<file path="src/rtl/mul_div_unit.sv">
// Multi-cycle signed multiply/divide unit: radix-4 Booth multiply and
// non-restoring divide, double-width result on Chigh/Clow, start/done handshake.
module mul_div_unit #(
  parameter int unsigned WIDTH = 32
) (
  input  logic             clock,
  input  logic             clear_n,
  input  logic             start,
  input  logic             op,
  input  logic [WIDTH-1:0] A,
  input  logic [WIDTH-1:0] B,
  output logic [WIDTH-1:0] Chigh,
  output logic [WIDTH-1:0] Clow,
  output logic             busy,
  output logic             done,
  output logic             div_by_zero
);

  localparam int unsigned W  = WIDTH;
  localparam int unsigned AW = WIDTH + 2;
  localparam int unsigned CW = $clog2(WIDTH + 1);

  typedef enum logic [1:0] {IDLE, RUN, FIX} state_t;

  state_t          state_q, state_d;
  logic            op_q, op_d;
  logic [W-1:0]    a_q, a_d;
  logic            b_neg_q, b_neg_d;
  logic [AW-1:0]   acc_q, acc_d;
  logic [W:0]      lo_q, lo_d;
  logic [AW-1:0]   dvs_q, dvs_d;
  logic [CW-1:0]   cnt_q, cnt_d;
  logic [W-1:0]    chigh_d, clow_d;
  logic            busy_d, done_d, dbz_d;

  logic [W-1:0]    a_abs, b_abs;
  logic [AW-1:0]   m_ext, sel, sum, shl, rnew;
  logic [W-1:0]    r_fix, q_fix, r_out;

  assign a_abs = A[W-1] ? W'(-A) : A;
  assign b_abs = B[W-1] ? W'(-B) : B;
  assign m_ext = {{2{a_q[W-1]}}, a_q};

  // Next-state, datapath and output logic
  always_comb begin
    state_d = state_q;
    op_d    = op_q;
    a_d     = a_q;
    b_neg_d = b_neg_q;
    acc_d   = acc_q;
    lo_d    = lo_q;
    dvs_d   = dvs_q;
    cnt_d   = cnt_q;
    chigh_d = Chigh;
    clow_d  = Clow;
    dbz_d   = div_by_zero;
    done_d  = 1'b0;
    sel     = '0;
    sum     = '0;
    shl     = '0;
    rnew    = '0;
    r_fix   = '0;
    q_fix   = '0;
    r_out   = '0;

    case (state_q)
      IDLE: begin
        if (start) begin
          op_d    = op;
          a_d     = A;
          b_neg_d = B[W-1];
          dbz_d   = 1'b0;
          acc_d   = '0;
          if (op) begin
            cnt_d   = CW'(W);
            lo_d    = {1'b0, a_abs};
            dvs_d   = {2'b00, b_abs};
            state_d = (B == '0) ? FIX : RUN;
          end else begin
            cnt_d   = CW'(W / 2);
            lo_d    = {B, 1'b0};
            dvs_d   = '0;
            state_d = RUN;
          end
        end
      end

      RUN: begin
        cnt_d = cnt_q - CW'(1);
        if (cnt_d == '0) begin
          state_d = FIX;
        end
        if (!op_q) begin
          // Booth digit from {b(2i+1), b(2i), b(2i-1)}
          case (lo_q[2:0])
            3'b001, 3'b010: sel = m_ext;
            3'b011:         sel = m_ext << 1;
            3'b100:         sel = AW'(-(m_ext << 1));
            3'b101, 3'b110: sel = AW'(-m_ext);
            default:        sel = '0;
          endcase
          sum   = acc_q + sel;
          acc_d = {{2{sum[AW-1]}}, sum[AW-1:2]};
          lo_d  = {sum[1:0], lo_q[W:2]};
        end else begin
          shl   = {acc_q[AW-2:0], lo_q[W-1]};
          rnew  = acc_q[AW-1] ? (shl + dvs_q) : (shl - dvs_q);
          acc_d = rnew;
          lo_d  = {1'b0, lo_q[W-2:0], ~rnew[AW-1]};
        end
      end

      FIX: begin
        state_d = IDLE;
        done_d  = 1'b1;
        if (!op_q) begin
          chigh_d = acc_q[W-1:0];
          clow_d  = lo_q[W:1];
        end else if (dvs_q == '0) begin
          chigh_d = a_q;
          clow_d  = '1;
          dbz_d   = 1'b1;
        end else begin
          // Restore a negative remainder, then apply operand signs
          r_fix   = acc_q[AW-1] ? W'(acc_q + dvs_q) : acc_q[W-1:0];
          q_fix   = (a_q[W-1] ^ b_neg_q) ? W'(-lo_q[W-1:0]) : lo_q[W-1:0];
          r_out   = a_q[W-1] ? W'(-r_fix) : r_fix;
          chigh_d = r_out;
          clow_d  = q_fix;
        end
      end

      default: state_d = IDLE;
    endcase

    busy_d = (state_d != IDLE);
  end

  always_ff @(posedge clock or negedge clear_n) begin
    if (!clear_n) begin
      state_q     <= IDLE;
      op_q        <= 1'b0;
      a_q         <= '0;
      b_neg_q     <= 1'b0;
      acc_q       <= '0;
      lo_q        <= '0;
      dvs_q       <= '0;
      cnt_q       <= '0;
      Chigh       <= '0;
      Clow        <= '0;
      busy        <= 1'b0;
      done        <= 1'b0;
      div_by_zero <= 1'b0;
    end else begin
      state_q     <= state_d;
      op_q        <= op_d;
      a_q         <= a_d;
      b_neg_q     <= b_neg_d;
      acc_q       <= acc_d;
      lo_q        <= lo_d;
      dvs_q       <= dvs_d;
      cnt_q       <= cnt_d;
      Chigh       <= chigh_d;
      Clow        <= clow_d;
      busy        <= busy_d;
      done        <= done_d;
      div_by_zero <= dbz_d;
    end
  end

endmodule

</file>
<file path="config.mk">
export PLATFORM = sky130hd
export DESIGN_NAME = mul_div_unit
export DESIGN_NICKNAME = d
export VERILOG_FILES = /design/src/rtl/mul_div_unit.sv
export SDC_FILE = /design/constraint.sdc
export NUM_CORES = 1
export LEC_CHECK = 0
export CORE_MARGIN = 4
export CORE_UTILIZATION = 39
export CTS_BUF_LIST = sky130_fd_sc_hd__clkbuf_8 sky130_fd_sc_hd__clkbuf_16
export CTS_CLUSTER_DIAMETER = 50
export DETAILED_ROUTE_END_ITERATION = 7
export PLACE_DENSITY = 0.62
export SLEW_MARGIN = 0
export SYNTH_ARGS = -nofsm -noshare
export SYNTH_HDL_FRONTEND = slang
export SYNTH_SLANG_ARGS = --single-unit
</file>
<file path="constraint.sdc">
create_clock -name clock -period 6.17 [get_ports clock]
set_input_delay 0.9255 -clock clock [delete_from_list [all_inputs] [get_ports clock]]
set_output_delay 0.9255 -clock clock [all_outputs]
set_load 0.05 [all_outputs]
</file>
-- Word level (Yosys, flattened, before mapping)
Index checks and enable logic that the tools add are counted.
Widths: inputs -> output; s select.
- bits in registers: 208
- bits of input ports: 68
- output and inout port bits: 67
- $add $sub $neg: 11
- equal/unequal tests: 11
- mux-type cells: 34
- bitwise operators: 2
- reduce and logical (&&, ||, !) cells: 12
- operators with widths (kind ; number):
    $mux 32 ; 10
    $mux 34 ; 5
    $pmux 34 s4 ; 1
    $neg 32->32 ; 4
    $mux 33 ; 3
    $neg 34->34 ; 2
    $pmux 34 s2 ; 1
    $pmux 33 s2 ; 1
    $add 34x32->34 ; 1
    $add 34x34->34 ; 1
    $logic_not 34->1 ; 1
    $sub 34x32->34 ; 1
    $add 32x32->32 ; 1
    $logic_not 32->1 ; 1
    $mux 6 ; 2
    $pmux 6 s2 ; 1
    $eq 3x3->1 const B ; 3
    $mux 2 ; 4
    $eq 3x2->1 const B ; 2
    $logic_not 6->1 ; 1
    $ne 2x2->1 const B ; 3
    $reduce_bool 2->1 ; 3
    $sub 6x1->6 const B ; 1
    $mux 1 ; 4
    11 further kinds ; 13

-- Logic depth before layout (Yosys ltp)
- depth in word-level cells: 8
- depth in mapped cells: 24
- mapped depth without buffers: 23

-- Least setup slack after synthesis
OpenSTA, ideal clock, no wires.
- path type: reg2reg
- start point: reg a_q[0]
- end point: reg acc_q[30]
- data arrival time: 5.179 ns
- data required time: 6.034 ns
- setup slack: 0.855 ns
- cell stages (with the launch flop): 24
- buffers on the path: 1
- cells stage by stage: dfrtp_1 inv_1 ha_1 or3b_1 or3_1 clkbuf_1 or3_1 or3_1 or3_1 o21ai_0 nand2_1 o221ai_1 ha_1 a21o_1 a21o_1 a21oi_1 a21boi_0 a21oi_1 a221o_1 a31oi_1 o211ai_1 a41oi_1 xor2_1 o21ai_0
- longest elaborated chain between the ends: 7
- ends and longest elaborated chain (what ; RTL line ; source):
    from (decl) ; 27 ; logic [W-1:0] a_q, a_d;
    from (signal assigned) ; 143 ; a_q <= '0;
    from (signal assigned) ; 157 ; a_q <= a_d;
    $neg 34->34, on equally long branches ; 99, 98 ;
    $pmux 34 s4 * ; 95 ; case (lo_q[2:0])
    $mux 34 * ; 93 ; if (!op_q) begin
    $mux 34 * ; 66 ; case (state_q)
    $add 34x34->34 * ; 102 ; sum = acc_q + sel;
    $mux 34 * ; 93 ;
    $pmux 34 s2 * ; 66 ;
    to (signal assigned) ; 145 ; acc_q <= '0;
    to (signal assigned) ; 159 ; acc_q <= acc_d;
    to (decl) ; 29 ; logic [AW-1:0] acc_q, acc_d;
Mark *: on every way between the ends. The rest lies on a longest branch, timed or not. The select of a mux whose other input is x is not followed.
A chain may end at the register's enable or synchronous reset.

-- Final worst setup path
Ends and elaborated chain as after synthesis.

==> metrics <==
outcome=completed; overall overflow remaining after global route=0; CP most frequent cell=sky130_fd_sc_hd__or3_1; floorplan die width=238 µm; number of cells on the worst reg-to-reg path=22; number of H-tree levels=1; endpoint required time on the critical path=6610 ps; area of the core=51800 µm²; CTS buffer count=29; worst-path maximum fanout=7; total of flip-flops plus latches after synthesis=208; drt total wl=75800 µm; Worst Max-Slew Pin Slew=1290 ps; endpoints failing hold=0; kind of path behind the tightest hold check=input pin to async pin; worst rel slew slack=13.5%; clock tree from TritonCTS=built; Setup WS pre-CTS=275 ps; part of the cycle the worst path needs=92.6%; sort of element at the start of the critical path=register; cell types with the highest counts after synthesis=sky130_fd_sc_hd__nand2_1, sky130_fd_sc_hd__o21ai_0, sky130_fd_sc_hd__dfrtp_1; global placer's final weighted congestion=0.945; length of the first detailed-routing pass in iterations=6; Setup Fix Bufs, Post-CTS=0; via-per-instance ratio=6.12; most crowded layer after global routing=met2; HPWL Detailed=56900 µm; kind of critical path=register to register; worst path cell trace=inv_1, ha_1, or3b_1, or3_4, or3_1, or3_1, or3_1, o21ai_0, nand2_1, o221ai_1, ha_1, a21o_1, a21o_1, a21oi_1, a21boi_0, a21oi_1, a221o_1, a31oi_4, o211ai_1, a41oi_1, xor2_1, o21ai_0; setup repair after global routing missed its margin=no; NumNets Final=2871; Worst Clk Skew=31.1 ps; largest area contributor in the synthesized netlist=sky130_fd_sc_hd__dfrtp_1; drt first-iter violations=1944; via count of the first global-routing pass=19900; final antenna-violating net count=0; top cells by area, synth=sky130_fd_sc_hd__dfrtp_1, sky130_fd_sc_hd__nand2_1, sky130_fd_sc_hd__xor2_1; Die Y=238 µm; number of clock sinks=208; Worst-path clk slew=60 ps; stage delay of the slowest cell on the critical path=470 ps; Synth Area per Inst=7.67 µm²; flip-flop cell with the highest count after synthesis=sky130_fd_sc_hd__dfrtp_1; number of fillers in the final layout=5135; average wire length per cell after detail routing=22.3 µm; detailed-route DRC error count=0; yosys synthesis warning count=0; total standard cell area after synthesis=20600 µm²; total of buffers placed on input and output ports=134; number of enable-type register cells in the synthesized netlist=0; synth-to-layout area growth=12.8%; met2 track utilization from global routing=42.8%; met1 Usage GRT=35.8%; Netlist cell types=106; share of Yosys cell area claimed by the top area cell type=25.3%; fraction of layout instances using a drive strength above 1=5.35%; total buffers and inverters traversed by the critical path=1; final critical-path required period=5710 ps; clock latency on the worst-skew pair=590 ps; antenna diode count=0; post-synth net total=2861; Initial Utilization=39.7%; fraction of registers with async set or reset after synthesis=100%; global-route wire length before repair=117000 µm; Clock Root Buffer=sky130_fd_sc_hd__clkbuf_16; data arrival time at the worst-slack endpoint=6150 ps; post-route setup TNS=0 ps; dominant cell by count in the synthesized netlist=sky130_fd_sc_hd__nand2_1; Setup-failing EPs final=0; proportion of synthesized chip area in sequential cells=25.3%; Critical-path top delay cell=sky130_fd_sc_hd__a221o_1; logic depth of the worst setup path including buffers=22; reported max-cap violation count=0; routed via count=20800; overall routing resource usage=25.7%; kind of capture point of the worst setup path=register; pin count of the biggest net entering global routing=121; standard-cell row count=83; worst-case setup margin in the final layout=457 ps; global routing met3 resource utilization=3.24%; total die area=56500 µm²; number of pins with negative max-slew slack in the final report=0; achievable frequency=175 MHz; number of antenna violations at the first check in global routing=1; category of cells accounting for the largest share of critical-path delay=compound AO/OA/AOI/OAI gates; Mapped Cells=2681; post-route core utilization=44.8%; Clock Tree Buf Depth=3; # IOs=135
[registers in the layout, indices dropped and copies added, names as in the netlist]
register     flops
acc_q           34
lo_q            33
Chigh           32
Clow            32
a_q             32
dvs_q           32
cnt_q            6
state_q          2
b_neg_q          1
busy             1
div_by_zero      1
done             1
op_q             1
[per-stage QoR]
| stage | cells | hold WS, ps | cell area [µm²] |
|---|---|---|---|
| after floorplan | 2681 | 483 | 20600 |
| after global placement | 3340 | 461 | 22200 |
| after detailed placement | 3340 | 473 | 22200 |
| after CTS | 3392 | 364 | 23200 |
| after global routing | 3392 | 379 | 23200 |
| final | 3392 | 334 | 23200 |
[what timing repair did]
item / CTS / global route
hold buffers: 0 / 0
gates resized for setup: 0 / 3
setup endpoints to repair: 0 / 5
[path summary, 6_finish.rpt]
kind / slack [ps] / startpoint / end
setup / recovery: 460 / a_q[0]$_DFFE_PN0P_ / acc_q[30]$_DFFE_PN0P_
hold / removal: 330 / clear_n / Clow[18]$_DFFE_PN0P_
setup reg to reg: 460 / a_q[0]$_DFFE_PN0P_ / acc_q[30]$_DFFE_PN0P_
hold reg to reg: 480 / Chigh[4]$_DFFE_PN0P_ / Chigh[4]$_DFFE_PN0P_
max in group asynchronous: 4650 / clear_n / acc_q[5]$_DFFE_PN0P_
min in group clock: 480 / Chigh[4]$_DFFE_PN0P_ / Chigh[4]$_DFFE_PN0P_
[cell type report]
type                    instances  area, µm²  area share [%]
repair buffers                166       1610            6.92
clock buffers                  32        767            3.31
clock inverters                20        185           0.798
flip-flops and latches        208       5210            22.5
multi-input cells            2219      14300            61.8
well taps                     680        851            3.67
inverters                      67        251            1.08
[per-layer routing]
layer	share of wire, %	wire, µm
met5	0	0
met4	2.3	1750
met3	6.8	5120
met2	47	35600
met1	44	33300
[cells in the final DEF (no fill, tap or decap), drive strengths merged, types with 8 or more instances in the layout]
master	netlist	routed
a211o	8	8
a211oi	80	80
a21o	67	67
a21oi	199	199
a31oi	28	28
and2	10	10
and3	26	26
buf	37	34
clkbuf	150	32
clkdlybuf4s50	0	132
dfrtp	208	208
ha	109	109
inv	66	80
mux2i	47	47
nand2	407	407
nand2b	22	22
nand3	46	46
nand4	15	15
nor2	170	170
nor2b	21	21
nor3	61	61
nor3b	8	8
nor4	24	24
o211ai	29	29
o21a	21	21
o21ai	269	269
o21bai	13	13
o221ai	31	31
o22ai	16	16
o31ai	37	37
o41ai	18	18
or2	13	13
or3	43	43
or4	25	25
xnor2	83	83
xor2	159	159
[cell families after synthesis]
group	synth area share, %
adders and majority gates	6.92
buffers and inverters	5.27
and+or+nand+nor	21.1
DFF	25.3
muxes	2.56
xor gates and xnor gates	10.4
AOI/OAI and AO/OA	28.5
[worst register-to-register path: stages (launching register included)]
cell and delay [ps]:
sky130_fd_sc_hd__dfrtp_1 400, sky130_fd_sc_hd__inv_1 110, sky130_fd_sc_hd__ha_1 210, sky130_fd_sc_hd__or3b_1 430
sky130_fd_sc_hd__or3_4 400, sky130_fd_sc_hd__or3_1 360, sky130_fd_sc_hd__or3_1 380, sky130_fd_sc_hd__or3_1 360
sky130_fd_sc_hd__o21ai_0 150, sky130_fd_sc_hd__nand2_1 70, sky130_fd_sc_hd__o221ai_1 100, sky130_fd_sc_hd__ha_1 330
sky130_fd_sc_hd__a21o_1 200, sky130_fd_sc_hd__a21o_1 180, sky130_fd_sc_hd__a21oi_1 150, sky130_fd_sc_hd__a21boi_0 200
sky130_fd_sc_hd__a21oi_1 130, sky130_fd_sc_hd__a221o_1 470, sky130_fd_sc_hd__a31oi_4 280, sky130_fd_sc_hd__o211ai_1 160
sky130_fd_sc_hd__a41oi_1 270, sky130_fd_sc_hd__xor2_1 170, sky130_fd_sc_hd__o21ai_0 80
Power is left out: the tool's default activity adds up to more than one toggle a clock period on the data nets, which glitch-free logic cannot reach.
